[src/rtl/dual_fetch_unit_if.sv]
// Two-slot instruction memory read port shared by the fetch unit
// and the instruction store.
interface dual_fetch_unit_if;
  logic [11:0] imem_addr_top;
  logic [11:0] imem_addr_bot;
  logic [31:0] imem_data_top;
  logic [31:0] imem_data_bot;

  modport master (
    output imem_addr_top,
    output imem_addr_bot,
    input  imem_data_top,
    input  imem_data_bot
  );

  modport slave (
    input  imem_addr_top,
    input  imem_addr_bot,
    output imem_data_top,
    output imem_data_bot
  );
endinterface

[src/rtl/dual_fetch_unit.sv]
// Dual-issue fetch stage: PC plus a two-slot FD latch.
// Define FETCH_PERF_EN to add saturating issue/flush counters.
module dual_fetch_unit (
  input  logic               clock,
  input  logic               reset,
  dual_fetch_unit_if.master  imem,
  input  logic               stall_all,
  input  logic               stall_bot,
  input  logic               redirect_valid,
  input  logic [31:0]        redirect_pc,
  input  logic               mispredict,
  input  logic [31:0]        mispredict_pc,
  output logic [31:0]        fd_instr_top,
  output logic [31:0]        fd_instr_bot,
  output logic [31:0]        fd_pc_top,
  output logic [31:0]        fd_pc_bot,
`ifdef FETCH_PERF_EN
  output logic [31:0]        perf_issued,
  output logic [31:0]        perf_flushes,
`endif
  output logic [31:0]        pc
);

  localparam logic [31:0] NOP = 32'h0;

  logic [31:0] pc_q, pc_d, pc_p1;
  logic [31:0] it_top_q, it_top_d;
  logic [31:0] it_bot_q, it_bot_d;
  logic [31:0] pc_top_q, pc_top_d;
  logic [31:0] pc_bot_q, pc_bot_d;
  logic        do_mp, do_rd, do_sb, do_nm;

  assign pc_p1 = pc_q + 32'd1;

  assign imem.imem_addr_top = pc_q[11:0];
  assign imem.imem_addr_bot = pc_p1[11:0];

  assign do_mp = mispredict;
  assign do_rd = !mispredict && !stall_all
               && redirect_valid;
  assign do_sb = !mispredict && !stall_all
               && !redirect_valid && stall_bot;
  assign do_nm = !mispredict && !stall_all
               && !redirect_valid && !stall_bot;

  always_comb begin
    pc_d     = pc_q;
    it_top_d = it_top_q;
    it_bot_d = it_bot_q;
    pc_top_d = pc_top_q;
    pc_bot_d = pc_bot_q;
    if (do_mp || do_rd) begin
      pc_d     = do_mp ? mispredict_pc
                       : redirect_pc;
      it_top_d = NOP;
      it_bot_d = NOP;
      pc_top_d = 32'h0;
      pc_bot_d = 32'h0;
    end else if (do_sb) begin
      // Unissued bottom slot moves up; bottom fetch is dropped
      it_top_d = it_bot_q;
      pc_top_d = pc_bot_q;
      it_bot_d = imem.imem_data_top;
      pc_bot_d = pc_q;
      pc_d     = pc_p1;
    end else if (do_nm) begin
      it_top_d = imem.imem_data_top;
      pc_top_d = pc_q;
      it_bot_d = imem.imem_data_bot;
      pc_bot_d = pc_p1;
      pc_d     = pc_q + 32'd2;
    end
  end

  always_ff @(posedge clock) begin
    if (reset) begin
      pc_q     <= 32'h0;
      it_top_q <= NOP;
      it_bot_q <= NOP;
      pc_top_q <= 32'h0;
      pc_bot_q <= 32'h0;
    end else begin
      pc_q     <= pc_d;
      it_top_q <= it_top_d;
      it_bot_q <= it_bot_d;
      pc_top_q <= pc_top_d;
      pc_bot_q <= pc_bot_d;
    end
  end

  assign pc           = pc_q;
  assign fd_instr_top = it_top_q;
  assign fd_instr_bot = it_bot_q;
  assign fd_pc_top    = pc_top_q;
  assign fd_pc_bot    = pc_bot_q;

`ifdef FETCH_PERF_EN
  logic [31:0] issued_q, issued_d;
  logic [31:0] flushes_q, flushes_d;
  logic [32:0] issued_sum, flushes_sum;
  logic [1:0]  issued_inc;

  always_comb begin
    issued_inc = 2'd0;
    if (do_nm) issued_inc = 2'd2;
    else if (do_sb) issued_inc = 2'd1;
  end

  assign issued_sum  = {1'b0, issued_q}
                     + {31'h0, issued_inc};
  assign flushes_sum = {1'b0, flushes_q}
                     + {32'h0, do_mp | do_rd};

  always_comb begin
    issued_d  = issued_sum[32] ? 32'hFFFF_FFFF
                               : issued_sum[31:0];
    flushes_d = flushes_sum[32] ? 32'hFFFF_FFFF
                                : flushes_sum[31:0];
  end

  always_ff @(posedge clock) begin
    if (reset) begin
      issued_q  <= 32'h0;
      flushes_q <= 32'h0;
    end else begin
      issued_q  <= issued_d;
      flushes_q <= flushes_d;
    end
  end

  assign perf_issued  = issued_q;
  assign perf_flushes = flushes_q;
`endif

endmodule
[src/flat_wrapper.sv]
// flat-port wrapper written by rule: the top's interface ports become plain ports
module dual_fetch_unit_flat 
  (clock, reset, stall_all, stall_bot, redirect_valid, redirect_pc, mispredict, mispredict_pc, fd_instr_top, fd_instr_bot, fd_pc_top, fd_pc_bot, pc, imem_imem_addr_top, imem_imem_addr_bot, imem_imem_data_top, imem_imem_data_bot);
  dual_fetch_unit_if imem_i ();
  input  logic clock;
  input  logic reset;
  input  logic stall_all;
  input  logic stall_bot;
  input  logic redirect_valid;
  input  logic [31:0] redirect_pc;
  input  logic mispredict;
  input  logic [31:0] mispredict_pc;
  output logic [31:0] fd_instr_top;
  output logic [31:0] fd_instr_bot;
  output logic [31:0] fd_pc_top;
  output logic [31:0] fd_pc_bot;
  output logic [31:0] pc;
  output wire logic [$bits(imem_i.imem_addr_top)-1:0] imem_imem_addr_top;
  output wire logic [$bits(imem_i.imem_addr_bot)-1:0] imem_imem_addr_bot;
  input wire logic [$bits(imem_i.imem_data_top)-1:0] imem_imem_data_top;
  input wire logic [$bits(imem_i.imem_data_bot)-1:0] imem_imem_data_bot;
  assign imem_imem_addr_top = imem_i.imem_addr_top;
  assign imem_imem_addr_bot = imem_i.imem_addr_bot;
  assign imem_i.imem_data_top = imem_imem_data_top;
  assign imem_i.imem_data_bot = imem_imem_data_bot;
  dual_fetch_unit u_core (.clock(clock), .reset(reset), .imem(imem_i), .stall_all(stall_all), .stall_bot(stall_bot), .redirect_valid(redirect_valid), .redirect_pc(redirect_pc), .mispredict(mispredict), .mispredict_pc(mispredict_pc), .fd_instr_top(fd_instr_top), .fd_instr_bot(fd_instr_bot), .fd_pc_top(fd_pc_top), .fd_pc_bot(fd_pc_bot), .pc(pc));
endmodule
[config.mk]
export PLATFORM = sky130hd
export DESIGN_NAME = dual_fetch_unit_flat
export DESIGN_NICKNAME = d
export VERILOG_FILES = /design/src/rtl/dual_fetch_unit_if.sv /design/src/rtl/dual_fetch_unit.sv /design/src/flat_wrapper.sv
export SDC_FILE = /design/constraint.sdc
export NUM_CORES = 1
export LEC_CHECK = 0
export CAP_MARGIN = 20
export CORE_ASPECT_RATIO = 1.25
export CORE_UTILIZATION = 49
export DETAILED_ROUTE_END_ITERATION = 6
export PLACE_DENSITY = 0.93
export SETUP_SLACK_MARGIN = 0.15
export SLEW_MARGIN = 20
export SYNTH_ARGS = -nofsm -noshare
export SYNTH_HDL_FRONTEND = slang
export SYNTH_SLANG_ARGS = --single-unit
[constraint.sdc]
create_clock -name clock -period 3.2 [get_ports clock]
set_input_delay 0.64 -clock clock [delete_from_list [all_inputs] [get_ports clock]]
set_output_delay 0.64 -clock clock [all_outputs]
set_load 0.005 [all_outputs]
==> impl_metrics.ini <==
[setup_path]
critPathKind = flip-flop to primary output
crit_required_ps = 2560
worst-endpoint-arrival_ps = 2330
worst-path-max-fanout = 10
timing.critical_path.from_type = flip-flop
critical_path.top_delay_family = flip-flops
cpMaxStageDelayCell = sky130_fd_sc_hd__dfxtp_1
timing.reg2reg.setup_slack_ps = 870
path_cells = and2_1 -> nand3_2 -> xnor2_1 -> clkdlybuf4s50_1
crit_buf_inv = 1
end_kind = primary output
delay_of_the_slowest_cell_on_the_worst_path_ps = 640

[yosys]
yosys_warnings = 0
synth.cell_area_um2 = 8660
yosys_register_bits = 160
yosysUniqueCellTypes = 60
synth_edf_count = 0
post_synth.cell_area_avg_um2 = 8.59
synth_nets = 1145
async_reset_ff_share_pct = 0
post-synth-top-count-cell = sky130_fd_sc_hd__nor2_1
synthCells = 1008
synth_sequential_area_ratio_pct = 37.0
synth.area.top_cells = sky130_fd_sc_hd__dfxtp_1 (37%), sky130_fd_sc_hd__mux2i_1 (12%), sky130_fd_sc_hd__a211oi_1 (9.8%)
synthDominantCellAreaShare_pct = 37.0
top_cells_by_instance_count_after_synthesis = sky130_fd_sc_hd__nor2_1 (167), sky130_fd_sc_hd__dfxtp_1 (160), sky130_fd_sc_hd__a211oi_1 (113)
synth_flop_cell = sky130_fd_sc_hd__dfxtp_1
synth.largest_area_cell = sky130_fd_sc_hd__dfxtp_1

[placed_design]
area_post_placement_um2 = 11800
placed_cells_incl_taps = 1455
gp_congestion = 0.940
placement.io_buffers = 317
dpl_wire_length_um = 20400
post-place-ws_ps = 448

[timing]
finalHoldViolCount = 0
fin_skew_ps = 8.55
final.setup.worst_slack_ps = 230
setup-tns-final_ps = 0
tightest_slew_ps = 699
timing.final.setup_violations = 0
hold_slack_ps = 496
max_clock_freq_mhz = 337
unrepaired_setup_endpoints_after_global_routing = true
final_min_period_over_clock_period_pct = 92.8
timing.slew.headroom_pct = 53.2
fin_crit_ps = 2970
drv_slew = 0

[cts]
clock_tree.root_cell = sky130_fd_sc_hd__clkbuf_16
clockBufferDepth = 2
cts_buffers = 17
post-cts-setup-buffer-count = 0
tritoncts = yes
htree_depth = 4
clk_lat_worst_skew_ps = 420
ctsHoldBuffers = 0
cts.clk_slew.worst_paths_ps = 60
clkSinkCount = 160

[final_layout]
insertedDiodeCount = 0
layout_overhead_on_the_synthesized_area_pct = 44.0
nets = 1391
instances_no_fill = 1485
final_area_um2 = 12500
drive_above_1_share_pct = 7.43
layout.core_utilization_pct = 73.1
fillerInstances = 1210

[detailed_routing]
route.vias.total = 8782
first_iter_violations = 671
drt.antenna.violating_nets = 0
vias_per_cell = 5.91
route.detailed.drc = 0
routed_wirelength_um = 28100
first_pass_detailed_route_iteration_total = 6
post_drt_wl_per_cell_um = 18.9

[global_route]
vias_in_the_first_global_route = 8410
overall_track_demand_over_capacity_in_global_routing_pct = 30.3
pin_count_of_the_biggest_net_entering_global_routing = 88
grt_antenna_before_repair = 0
grt.overflow.total = 0
wire_length_of_the_first_global_routing_pass_um = 43400

[power]
total_power_mw = 5.06
power.leakage_nw = 4.38
power_density_nw_per_um2 = 406
ir_worst_vdd_uv = 350

[die]
core-area_um2 = 17000
die_w_um = 121
floorplan.die.height_um = 151
initial_utilization_pct = 50.8
floorplan.die_area_um2 = 18200
std_cell_rows = 53
ios = 318

[flow_run]
drv_cap = 0

[worst_hold_path]
holdCritPathClass = flip-flop to flip-flop

[status]
outcome = completed
[worst reg2reg max path, delay by kind of cell (launching register included)]
kind            cells  cell delay, ps
simple gates        4            1490
flops               1             670
compound gates      1             100
[layer usage]
layer | global-route usage, % | vias to the layer above | routed length [µm]
met1 | 35.3 | 3981 | 10800
met4 | 15.4 | 0 | 1170
met3 | 6.70 | 101 | 2580
li1 | - | 4182 | -
met2 | 52.0 | 518 | 13500
met5 | 0 | - | 0
[flip-flops by register name, indices dropped and copies added (netlist names)]
name,cells
u_core.fd_pc_top,32
u_core.fd_instr_bot,32
u_core.fd_pc_bot,32
u_core.fd_instr_top,32
u_core.pc,32
[repair_timing]
item | 4_1_cts | 5_1_grt
endpoints found under the setup margin | 6 | 6
resized for setup | 5 | 6
cloned | 0 | 0
[final cells by class]
type	count	area, µm²	share of cell area, %
repair buffers	349	3460	27.8
clock inverters	10	163	1.31
inverters	4	15.0	0.120
clock buffers	20	447	3.58
well taps	220	275	2.21
multi-input cells	722	4890	39.3
flip-flops and latches	160	3210	25.7
[kinds of logic after synthesis]
group	count (synthesis)	synth area share [%]
compound gates	254	20.3
xor+xnor	55	5.57
fa+ha+maj	3	0.434
buf+inv	126	7.10
flops	160	37.0
mux	101	11.7
simple gates	309	17.9
[layout by cell type (no fill, tap or decap), types with 26 or more instances in the layout]
cell type	synthesis	routed
sky130_fd_sc_hd__nor2_1	167	167
sky130_fd_sc_hd__mux2i_1	101	101
sky130_fd_sc_hd__buf_4	21	28
sky130_fd_sc_hd__a211oi_1	113	113
sky130_fd_sc_hd__dfxtp_1	160	156
sky130_fd_sc_hd__xor2_1	31	31
sky130_fd_sc_hd__o21ai_0	26	26
sky130_fd_sc_hd__a22oi_1	28	28
sky130_fd_sc_hd__clkdlybuf4s50_1	0	315
sky130_fd_sc_hd__a21oi_1	40	40
sky130_fd_sc_hd__nand2_1	28	28
[report_power, final]
group / internal (mW) / leakage (nW) / switching [mW]
clock: 1.32 / 0.292 / 0.797
combinational: 0.444 / 2.78 / 0.361
sequential: 2.05 / 1.30 / 0.0983
[worst paths after layout]
check                                                  startpoint                                end  depth (start not counted)
worst max register to register         u_core.pc[11]$_SDFFE_PP0P_         u_core.pc[27]$_SDFFE_PP0P_                          5
worst min register to register  u_core.fd_pc_top[31]$_SDFFE_PP0P_  u_core.fd_pc_top[31]$_SDFFE_PP0P_                          2
worst max-delay path                    u_core.pc[3]$_SDFFE_PP0P_              imem_imem_addr_bot[7]                          4
worst min-delay path            u_core.fd_pc_top[31]$_SDFFE_PP0P_  u_core.fd_pc_top[31]$_SDFFE_PP0P_                          2
No activity file was read; power rests on OpenSTA's default activity.
